$ cat src/rtl/binary_mul_pkg.sv
// rtl/binary_mul_pkg.sv - shared types and helpers for the multiplier/accumulator datapath
package binary_mul_pkg;

    localparam int PROD_W = 11;

    typedef enum logic {
        ACC  = 1'b0,
        HOLD = 1'b1
    } state_t;

    // A 6x6 signed multiplier never yields -1024, so that code carries +1024 (-32 * -32).
    function automatic logic signed [PROD_W:0] prod_value(input logic [PROD_W-1:0] p);
        logic sign;
        sign = p[PROD_W-1] & (|p[PROD_W-2:0]);
        return {sign, p};
    endfunction

    function automatic longint sat_max(input int w);
        return (longint'(1) <<< (w - 1)) - 1;
    endfunction

    function automatic longint sat_min(input int w);
        return -(longint'(1) <<< (w - 1));
    endfunction

endpackage

$ cat src/rtl/binary_acc_add.sv
// rtl/binary_acc_add.sv - accumulator adder; clamps and flags overflow under BINARY_MAC_ACC_SAT_EN
module binary_acc_add
    import binary_mul_pkg::*;
#(
    parameter int ACC_W = 16
) (
    input  logic [ACC_W-1:0]  acc,
    input  logic [PROD_W-1:0] prod,
`ifdef BINARY_MAC_ACC_SAT_EN
    output logic              ovf,
`endif
    output logic [ACC_W-1:0]  sum
);

`ifdef BINARY_MAC_ACC_SAT_EN
    localparam int              FULL_W = ACC_W + 1;
    localparam logic [ACC_W-1:0] MAX_V = ACC_W'(sat_max(ACC_W));
    localparam logic [ACC_W-1:0] MIN_V = ACC_W'(sat_min(ACC_W));

    logic signed [ACC_W:0] w_full;

    // One guard bit: sum overflowed iff the two top bits disagree.
    assign w_full = $signed({acc[ACC_W-1], acc}) + FULL_W'(prod_value(prod));
    assign ovf    = w_full[ACC_W] ^ w_full[ACC_W-1];
    assign sum    = !ovf ? w_full[ACC_W-1:0] : (w_full[ACC_W] ? MIN_V : MAX_V);
`else
    assign sum = acc + ACC_W'(prod_value(prod));
`endif

endmodule

$ cat src/rtl/binary_mac_acc.sv
// rtl/binary_mac_acc.sv - frame accumulator after the 6x6 multiplier; saturation via BINARY_MAC_ACC_SAT_EN
module binary_mac_acc
    import binary_mul_pkg::*;
#(
    parameter int LEN   = 8,
    parameter int ACC_W = 16
) (
    input  logic              clk,
    input  logic              rst,
    input  logic              clr,
    input  logic              in_valid,
    output logic              in_ready,
    input  logic [PROD_W-1:0] in_prod,
    output logic              out_valid,
    input  logic              out_ready,
    output logic [ACC_W-1:0]  out_sum,
    output logic              out_ovf
);

    localparam int               CNT_W = (LEN > 1) ? $clog2(LEN) : 1;
    localparam logic [CNT_W-1:0] LAST  = CNT_W'(LEN - 1);

    state_t           r_state;
    state_t           w_state_nxt;
    logic [ACC_W-1:0] r_acc;
    logic [ACC_W-1:0] r_sum;
    logic [ACC_W-1:0] w_sum;
    logic [CNT_W-1:0] r_cnt;
    logic             w_beat;
    logic             w_last;

    assign w_beat = in_valid && (r_state == ACC) && !clr;
    assign w_last = (r_cnt == LAST);

`ifdef BINARY_MAC_ACC_SAT_EN
    logic w_ovf;
    logic r_ovf;
    logic r_out_ovf;

    binary_acc_add #(.ACC_W(ACC_W)) u_add (
        .acc  (r_acc),
        .prod (in_prod),
        .ovf  (w_ovf),
        .sum  (w_sum)
    );

    // r_ovf is sticky across the frame; r_out_ovf is captured with the total.
    always_ff @(posedge clk or posedge rst) begin
        if (rst) begin
            r_ovf     <= 1'b0;
            r_out_ovf <= 1'b0;
        end else if (clr) begin
            r_ovf <= 1'b0;
        end else if (w_beat) begin
            if (w_last) begin
                r_out_ovf <= r_ovf | w_ovf;
                r_ovf     <= 1'b0;
            end else begin
                r_ovf <= r_ovf | w_ovf;
            end
        end
    end

    assign out_ovf = r_out_ovf;
`else
    binary_acc_add #(.ACC_W(ACC_W)) u_add (
        .acc  (r_acc),
        .prod (in_prod),
        .sum  (w_sum)
    );

    assign out_ovf = 1'b0;
`endif

    always_ff @(posedge clk or posedge rst) begin
        if (rst) r_state <= ACC;
        else     r_state <= w_state_nxt;
    end

    always_comb begin
        w_state_nxt = r_state;
        case (r_state)
            ACC:     if (w_beat && w_last) w_state_nxt = HOLD;
            HOLD:    if (clr || out_ready) w_state_nxt = ACC;
            default: w_state_nxt = ACC;
        endcase
    end

    always_ff @(posedge clk or posedge rst) begin
        if (rst) begin
            r_acc <= '0;
            r_cnt <= '0;
            r_sum <= '0;
        end else if (clr) begin
            r_acc <= '0;
            r_cnt <= '0;
        end else if (w_beat) begin
            if (w_last) begin
                r_sum <= w_sum;
                r_acc <= '0;
                r_cnt <= '0;
            end else begin
                r_acc <= w_sum;
                r_cnt <= r_cnt + 1'b1;
            end
        end
    end

    assign in_ready  = (r_state == ACC);
    assign out_valid = (r_state == HOLD);
    assign out_sum   = r_sum;

endmodule

$ cat config.mk
export PLATFORM = sky130hd
export DESIGN_NAME = binary_mac_acc
export DESIGN_NICKNAME = d
export VERILOG_FILES = /design/src/rtl/binary_mul_pkg.sv /design/src/rtl/binary_acc_add.sv /design/src/rtl/binary_mac_acc.sv
export SDC_FILE = /design/constraint.sdc
export NUM_CORES = 1
export LEC_CHECK = 0
export CAP_MARGIN = 10
export CORE_MARGIN = 1.5
export CORE_UTILIZATION = 50
export DETAILED_ROUTE_END_ITERATION = 8
export MAX_ROUTING_LAYER = met4
export PLACE_DENSITY = 0.73
export SETUP_SLACK_MARGIN = 0.1
export SLEW_MARGIN = 25
export SYNTH_ARGS = -nofsm -noshare
export SYNTH_HDL_FRONTEND = slang
export SYNTH_SLANG_ARGS = --single-unit
$ cat constraint.sdc
create_clock -name clk -period 4.8 [get_ports clk]
set_clock_uncertainty 0.15 [all_clocks]
set_input_delay 0.96 -clock clk [delete_from_list [all_inputs] [get_ports clk]]
set_output_delay 0.96 -clock clk [all_outputs]
set_load 0.01 [all_outputs]
==> flow_summary.ini <==
[worst_setup_path]
required_ns = 4.84
criticalPathCategory = in2reg
slowest_delay_ns = 0.53
rr_endpoint = r_acc[10]
rr_worst_depth = 7
cp_max_fo = 9
path_cells = clkdlybuf4s50_1, or4_4, o41ai_4, inv_1, ha_1, a21oi_1, o21ai_0, a41o_1, or3_1, a32o_1
endpoint_kind = register
start_kind = input pin
critPathSlowestCell = or4_4
arrival_ns = 4.07
timing.rr.start = r_acc[0]
reg2reg_setup_slack_ns = 2.05

[floorplanning]
core_area_um2 = 4320
num_rows = 24
die_w_um = 70
die_h_um = 70
io_pins = 35
die_area_um2 = 4900
start_util_pct = 51.9

[cts]
postCtsResizedCells = 0
worstSkewPairLatency_ns = 0.29
h-tree-depth = 2
cts-buffers-inserted = 5
clk_pin_slew_worst_paths_ns = 0.08
clkSinkCount = 36
tritoncts = done
ctsHoldBuffers = 0
cts_buffer_depth = 2
postCtsSetupBuffers = 0
cts_root_buf = clkbuf_8

[grt]
antenna_found_initial = 0
grt_max_degree = 37
overflow = 0
grt_use_total_pct = 24.4
grt_pass1_wl_um = 9170
grt_pass1_vias = 1916

[timing]
relSlewSlack_pct = 66.5
setup_viol = 0
finalSetupTns_ns = 0
rsz0062_at_grt = false
fmax_mhz = 248
period_minus_slack_ns = 4.04
worst_slew_pin_slew_ns = 0.490
final_max_slew_viol_count = 0
min_period_over_period_pct = 84.1
hold_viol_final = 0

[place]
dpl.hpwl_um = 3910
port_buffers = 33
gp_congestion = 0.909

[job]
cap_viol_max_count = 0

[worst_hold_path]
min_to = out_sum[1]
hold_path.class = reg2reg
holdCritStartpoint = out_sum[1]
hold_depth = 2

[routing]
vias = 1903
via_per_inst = 6.06
wl_per_cell_um = 17.0
drt_iter0_markers = 138
drt_pass1_iterations = 4
detail-route-antenna-nets = 0
drcViolationCount = 0
wl_um = 5350

[synthesis]
synthFlopType = dfrtp_1
synth-seq-area-share_pct = 40.1
synthCells = 230
synth_warnings = 0
synth-edff-count = 0
synth-seq-cells = 36
ys_types = 47
syn_nets = 264
synthArstFlopShare_pct = 100
syn_area_um2 = 2240
avgSynthCellArea_um2 = 9.76

[final_layout]
nFillCells = 358
diodes = 0
finalNetCount = 295
seq_area_um2 = 901
area_growth_pct = 23.9
fin_util_pct = 64.3
multi_input_area_um2 = 1270
drive_above_1_share_pct = 10.3

[power]
power_leakage_nw = 1.28
p_per_area_nw_per_um2 = 345
ir_drop_mv = 0.241

[run_status]
status = completed
## worst max path at each step
stage | endpoint | start | slack (ns) | cells past startpoint
2_1_floorplan | r_acc[13] | in_prod[2] | 1.06 | 10
3_3_place_gp | r_acc[13] | in_prod[1] | 0.50 | 10
3_5_place_dp | r_acc[13] | in_prod[1] | 0.44 | 10
4_1_cts | r_acc[13] | in_prod[1] | 0.75 | 10
5_1_grt | r_acc[13] | in_prod[1] | 0.53 | 9
6_report | r_acc[13] | in_prod[1] | 0.76 | 10
## metal layers
layer | share of wire, % | track usage [%]
met3 | 3.9 | 4.18
met5 | 0 | -
met1 | 47 | 31.6
met4 | 2.0 | 8.33
met2 | 47 | 39.0
## sequential cells by signal (all words and copies together), names as in the netlist
signal	flops
out_valid	1
r_cnt	3
r_acc	16
out_sum	16
## cell usage in the layout, fill, tap and decap left out, types with 3 or more instances in the layout
cell	count
a32o_1	3
bufinv_16	3
and2_1	4
a211oi_1	3
ha_1	17
buf_4	5
nand2_1	28
a22o_1	9
a31o_2	4
o31ai_1	3
nand2b_1	3
clkbuf_8	5
a21oi_1	13
dfrtp_1	36
xor2_1	3
mux2_2	5
o21a_1	6
nand4_1	6
nor3_1	4
or3_1	4
nor2_1	9
inv_1	4
a21o_1	4
o21ai_0	9
a211o_1	3
nand3_1	6
clkdlybuf4s50_1	33
xnor2_1	4
o211ai_1	3
## kinds of logic after synthesis
kind of cell    count (synthesis)  synth area share, %
mux                             7                 3.40
fa+ha+maj                      18                 10.4
flops                          36                 40.1
buf+inv                        18                 3.18
xor+xnor                        7                 2.73
compound gates                 73                 24.4
simple gates                   70                 15.7
other cells                     1                0.167
## report_power, final
group	switching, W	internal [W]
Sequential	0.0000145	0.000324
Clock	0.000117	0.000260
Combinational	0.000143	0.000101
Total	0.000274	0.000685
## worst max-delay path: cells and delay by family
| kind | cells | cell delay [ns] |
|---|---|---|
| buf+inv | 2 | 0.65 |
| simple gates | 2 | 0.90 |
| compound gates | 5 | 1.13 |
| fa+ha+maj | 1 | 0.41 |
## stage by stage
| stage | total power [W] | cells | area (um2) | worst slack, ns | hold WS (ns) |
|---|---|---|---|---|---|
| finish | 0.000959 | 314 | 2780 | 0.764 | 0.324 |
| global route | 0.00101 | 314 | 2780 | 0.529 | 0.365 |
| CTS | 0.000963 | 314 | 2780 | 0.754 | 0.331 |
| detailed placement | 0.000584 | 306 | 2620 | 0.440 | 0.312 |
| global placement | 0.000584 | 306 | 2620 | 0.502 | 0.308 |
| floorplan | 0.000521 | 230 | 2240 | 1.06 | 0.303 |
## synth_stat cells, types with 3 or more instances
cell,instances,area share (%)
nand2b_1,3,0.84
nand3_1,6,1.3
dfrtp_1,36,40
xnor2_1,4,1.6
a31o_2,4,1.6
o21ai_0,9,2.0
and2_1,4,1.1
nor3_1,4,0.89
a211oi_1,3,1.0
a211o_1,3,1.2
a32o_1,3,1.3
a22o_1,9,3.5
xor2_1,3,1.2
o211ai_1,3,1.0
clkbuf_1,13,2.2
ha_1,17,9.5
a21o_1,4,1.3
or3_1,4,1.1
inv_1,4,0.67
mux2_2,5,2.5
nand2_1,28,4.7
nand4_1,6,1.7
o21a_1,6,2.0
nor2_1,9,1.5
o31ai_1,3,1.0
a21oi_1,13,2.9
## final cells by class
class                           instances  area share, %
Multi-Input combinational cell        176           45.8
Sequential cell                        36           32.4
Timing Repair Buffer                   38           13.2
Clock inverter                          3           3.24
Clock buffer                            5           2.48
Tap cell                               52           2.34
Inverter                                4          0.540
Power figures use the tool's default switching activity.
==> RTL change 1, RTL diff (config.mk and constraints unchanged) <==
Add a define of `BINARY_MAC_ACC_SAT_EN`.
--- a/src/rtl/binary_acc_add.sv
+++ b/src/rtl/binary_acc_add.sv
@@ -1,3 +1,5 @@
 // rtl/binary_acc_add.sv - accumulator adder; clamps and flags overflow under BINARY_MAC_ACC_SAT_EN
+`define BINARY_MAC_ACC_SAT_EN
+
 module binary_acc_add
     import binary_mul_pkg::*;
Behaviour: same outputs for any inputs over 4 cycles, from zero or initial values and one cycle with rst high; that may be too few to reach the edited logic, so the function may still have changed.
==> RTL change 1 against the original RTL <==
- sequential cell count up 2
- via count up 7.2%
- synthesized cell count up 15%
- first-iteration DRC count down 27%
- global-route usage down 0.50 points
- routed wire length up 3.6%
- critical path depth up 2
- die area up 5.5%
- maximum frequency down 6.2%
- synthesized area up 5.7%
- cell area up 5.4%
- worst setup slack worse by 0.27 ns
- critical path type unchanged
Power is not compared: it rests on default switching activity, and its combinational part moved more than twofold at a synthesized area within 25%.
==> RTL change 1: results (changes against the original RTL) <==
Status - complete, no violations
HP Class - flop to flop
GRT Total Usage - 0.239 (-0.00502)
Post-synth top cells - dfrtp_1 (38), nand2_1 (38), o21ai_0 (32)
Top sig layer - met4
Share of post-route cells with drive strength above 1 - 0.0689 (-0.0342)
CTS H-tree lvls - 2 (unchanged)
Drt total wl - 5.54 mm (+3.6%)
Met3 WL post-DR - 141 um (-33%)
Clock Root Buffer - clkbuf_8
Routed length on met1 - 2.90 mm (+16%)
Reg clk slew, reported paths - 0.08 ns (about the same)
Layout Nets - 339 (+15%)
PortBufs - 34 (+3.0%)
Diodes inserted - 0 (unchanged)
Syn_nets - 300 (+14%)
Critical Path Source - in_prod[7]
Worst-Skew Late Latency - 0.30 ns
Seq/Total Area, Yosys - 0.401 (-0.000705)
Vias in the first global route - 1938 (+1.1%)
Via count - 2040 (+7.2%)
Initial antenna violation count - 0 (unchanged)
Worst r2r src - r_acc[0]
Slew HR - 0.412 (-0.253)
Drt first pass iters - 4 (unchanged)
Placed Cells - 349 (+14%)
Post-CTS resize count - 0 (unchanged)
Starting DRC count in detailed routing - 101 (-27%)
Top cells by area, synth - dfrtp_1 (40%), ha_1 (9.5%), o21ai_0 (6.7%), nand2_1 (6.0%), a21oi_1 (5.5%)
P_leak - 0.00133 uW
Post-CTS Setup Inserts - 0 (unchanged)
Avg Inst Size Synth - 8.96 um^2 (-8.2%)
Num CTS Buffers - 5 (unchanged)
Largest net degree at the start of global routing - 32 (-14%)
Critical Path AT - 4.32 ns (+0.25 ns)
Global-route wire length before repair - 9.27 mm (+1.1%)
Worst vdd ir - 316 uV
GPL Wtd Cong - 0.887 (-2.4%)
Ys async rst share - 1.00 (unchanged)
Worst Path Max Fanout - 11 (+2)
Hold Path Origin - out_sum[13]
Final Max Tran Viols - 0 (unchanged)
DP HPWL - 4.19 mm (+7.3%)
Yosys warns - 0 (unchanged)
WL met2 - 2.40 mm (-5.2%)
Finished Layout Cells - 357 (+14%)
Unique masters post-synth - 45 (-4.3%)
Clock Tree Buf Depth - 2 (unchanged)
Layout filler cell count - 365 (+2.0%)
Dominant synthesized flop cell - dfrtp_1
[RTL change 1: cell types whose count changed in the layout (fill, tap and decap cells not counted), sizes merged, moves of 5 or more]
cell   unedited run  this run
a21oi            13        26
a22o              9         2
mux2              5         0
nand2            28        38
nand4             6         0
nor2              9        18
o21ai            10        33
[RTL change 1: worst paths after layout]
path	to	slack, ns	cells after the start
worst max-delay path	out_sum[14]	0.50	12
worst min-delay path	out_sum[13]	0.33	2
worst max register to register	out_sum[14]	1.81	10
worst min register to register	out_sum[13]	0.33	2
max in group asynchronous	out_sum[14]	2.96	3
min in group asynchronous	r_acc[5]	0.88	2
[RTL change 1: layout make-up]
type / count / area share
clock buffers: 6 / 0.0282
clock inverters: 2 / 0.0205
inverters: 9 / 0.0115
multi-input cells: 210 / 0.461
flip-flops and latches: 38 / 0.325
well taps: 52 / 0.0222
repair buffers: 40 / 0.132
[RTL change 1: cell families after synthesis]
family / Yosys count / synth area share
buf+inv: 17 / 0.0316
flops: 38 / 0.401
xor+xnor: 10 / 0.0369
compound gates: 93 / 0.240
fa+ha+maj: 19 / 0.103
simple gates: 85 / 0.174
mux: 3 / 0.0127
[RTL change 1: critical path, cell delays in order]
cell	delay [ns]
clkdlybuf4s50_1	0.43
nor4_1	0.35
a31oi_1	0.28
ha_1	0.48
and3_1	0.27
nand2_1	0.07
or4_4	0.42
a21boi_2	0.23
o22ai_1	0.14
buf_4	0.20
and2_1	0.19
a221o_1	0.29
[RTL change 1: stage by stage]
step / utilization / setup WS (ns) / instance area (um^2) / total power [uW]
final: 0.655 / 0.497 / 2930 / 1310
after global routing: 0.655 / 0.276 / 2930 / 1400
after CTS: 0.655 / 0.507 / 2930 / 1310
after floorplan: - / 1.06 / 2370 / 816
after global placement: 0.623 / 0.284 / 2790 / 964
after detailed placement: 0.623 / 0.189 / 2790 / 967
[RTL change 1: report_power, final]
| group | switching (uW) | internal [uW] | leakage, uW |
|---|---|---|---|
| logic | 344 | 240 | 0.000743 |
| clock network | 119 | 222 | 0.0000714 |
| registers | 25.1 | 362 | 0.000516 |
[RTL change 1: layer usage]
metal | vias to the layer above | GRT usage
met4 | 0 | 0.0755
met3 | 8 | 0.0417
met1 | 964 | 0.357
li1 | 1040 | -
met2 | 28 | 0.331
met5 | - | -
==> RTL change 2, RTL diff (config.mk and constraints unchanged) <==
Without the edit above. The parameter `LEN` goes from 8 to 16.
--- a/src/rtl/binary_mac_acc.sv
+++ b/src/rtl/binary_mac_acc.sv
@@ -3,5 +3,5 @@
     import binary_mul_pkg::*;
 #(
-    parameter int LEN   = 8,
+    parameter int LEN   = 16,
     parameter int ACC_W = 16
 ) (
Behaviour: not the same (Yosys sat finds a counterexample within 10 cycles, from zero or initial values and one cycle with rst high).
==> RTL change 2 against the original RTL <==
- worst setup slack gained 0.45 ns
- sequential cell count grew 1
- routed wire length shrank 15%
- cell area shrank 2.4%
- synthesized area shrank 0.61%
- total power shrank 11%
- die area shrank 0.58%
- largest cell class unchanged
- highest routed layer unchanged
==> RTL change 2: results (changes against the original RTL) <==
Status - complete, no violations
Layout Nets - 275 (-6.8%)
Reg-to-Reg End - out_sum[12]
Post-place setup slack - 0.920 ns (+0.480 ns)
Critical Path Source - in_prod[7]
Finished Layout Cells - 295 (-6.1%)
Multiplexer share of the synthesized area - 0.0875 (+0.0535)
GPL Wtd Cong - 0.963 (+6.0%)
Global-route wire length before repair - 8.12 mm (-11%)
Worst Path Max Fanout - 7 (-2)
Drt first pass iters - 4 (unchanged)
CP endpoint - out_sum[15]
Layout filler cell count - 371 (+3.6%)
Slew HR - 0.500 (-0.165)
Clock Root Buffer - clkbuf_8
Share of post-route cells with drive strength above 1 - 0.165 (+0.0616)
Largest net degree at the start of global routing - 38 (+2.7%)
P_leak - 0.00129 uW (+0.43%)
XOR/XNOR share of the synthesized area - 0.0690 (+0.0417)
Post-synth top cells - dfrtp_1 (37), a21oi_1 (16), a22o_1 (16), ha_1 (16), mux2_2 (16)
Syn_nets - 240 (-9.1%)
Area after DPL - 0.00261 mm^2 (-0.33%)
Seq/Total Area, Yosys - 0.415 (+0.0137)
Critical Path Max Stage Delay - 0.46 ns (-0.07 ns)
Critical Path AT - 3.62 ns (-0.45 ns)
Compound-gate portion of the synthesized area - 0.193 (-0.0507)
GRT Total Usage - 0.216 (-0.0277)
DP HPWL - 3.23 mm (-17%)
Vias in the first global route - 1769 (-7.7%)
Critical Path Slowest Stage Cell - ha_1
Unique masters post-synth - 46 (-2.1%)
Worst vdd ir - 142 uV (-41%)
Post-Synth Adder-Cell Area - 0.0987 (-0.00497)
Vias/cell - 5.79 (-4.5%)
Routed length per placed instance - 15.4 um (-9.6%)
R2R setup slack - 2.18 ns (+0.13 ns)
Placed Cells - 287 (-6.2%)
-- RTL change 2: cell types whose count changed after synthesis, moves of 4 or more --
| cell | before | now |
|---|---|---|
| a31o_2 | 4 | 0 |
| clkbuf_1 | 13 | 3 |
| xor2_1 | 3 | 9 |
| nand2_1 | 28 | 13 |
| a22o_1 | 9 | 16 |
| o21a_1 | 6 | 1 |
| buf_2 | 0 | 4 |
| or3_1 | 4 | 0 |
| o21ai_0 | 9 | 4 |
| mux2_2 | 5 | 16 |
-- RTL change 2: per-layer routing --
| layer | share of wire | routed length, um | track usage |
|---|---|---|---|
| met3 | 0.043 | 196 | 0.0494 |
| met5 | 0 | 0 | - |
| met1 | 0.48 | 2180 | 0.276 |
| met4 | 0.022 | 99 | 0.0897 |
| met2 | 0.45 | 2060 | 0.333 |
-- RTL change 2: how the worst min path moves through the flow --
stage,from,to,slack [ns],cells after the start
2_1_floorplan,r_acc[0],r_acc[0],0.33,1
3_3_place_gp,out_sum[2],out_sum[2],0.34,1
3_5_place_dp,out_sum[0],out_sum[0],0.34,1
4_1_cts,out_sum[2],out_sum[2],0.36,1
5_1_grt,r_acc[13],r_acc[13],0.38,1
6_report,out_sum[0],out_sum[0],0.36,1
-- RTL change 2: logic make-up after synthesis --
group | count (synthesis)
AND/OR/NAND/NOR | 45
XOR/XNOR | 16
AO/OA/AOI/OAI | 58
multiplexers | 17
other | 1
buffers and inverters | 16
flip-flops | 37
adder cells (fa/ha/maj) | 17
-- RTL change 2: layout make-up --
type,instances,area [um^2],area share
clock buffer,7,96.3,0.0355
multi-input combinational,154,1230,0.455
tap,52,65.1,0.0240
timing repair buffer,37,360,0.133
clock inverter,1,5.00,0.00184
inverter,7,26.3,0.00968
sequential,37,926,0.341
-- RTL change 2: power by group through the flow --
stage | registers [uW] | logic [uW] | clock network [uW]
6_report | 349 | 265 | 240
5_1_grt | 351 | 298 | 260
4_1_cts | 348 | 264 | 246
3_5_place_dp | 354 | 261 | 0
3_3_place_gp | 353 | 258 | 0
2_1_floorplan | 350 | 207 | 0
-- RTL change 2: worst max-delay path: cells and delay by family --
family | cells | cell delay, ns
AO/OA/AOI/OAI | 3 | 0.71
XOR/XNOR | 1 | 0.21
AND/OR/NAND/NOR | 3 | 0.56
multiplexers | 1 | 0.27
buffers and inverters | 1 | 0.45
adder cells (fa/ha/maj) | 1 | 0.46
-- RTL change 2: per-stage QoR --
step	hold WS, ns	util
3_3_place_gp	0.341	0.604
5_1_grt	0.382	0.628
2_1_floorplan	0.327	-
3_5_place_dp	0.344	0.604
6_report	0.356	0.628
4_1_cts	0.361	0.628
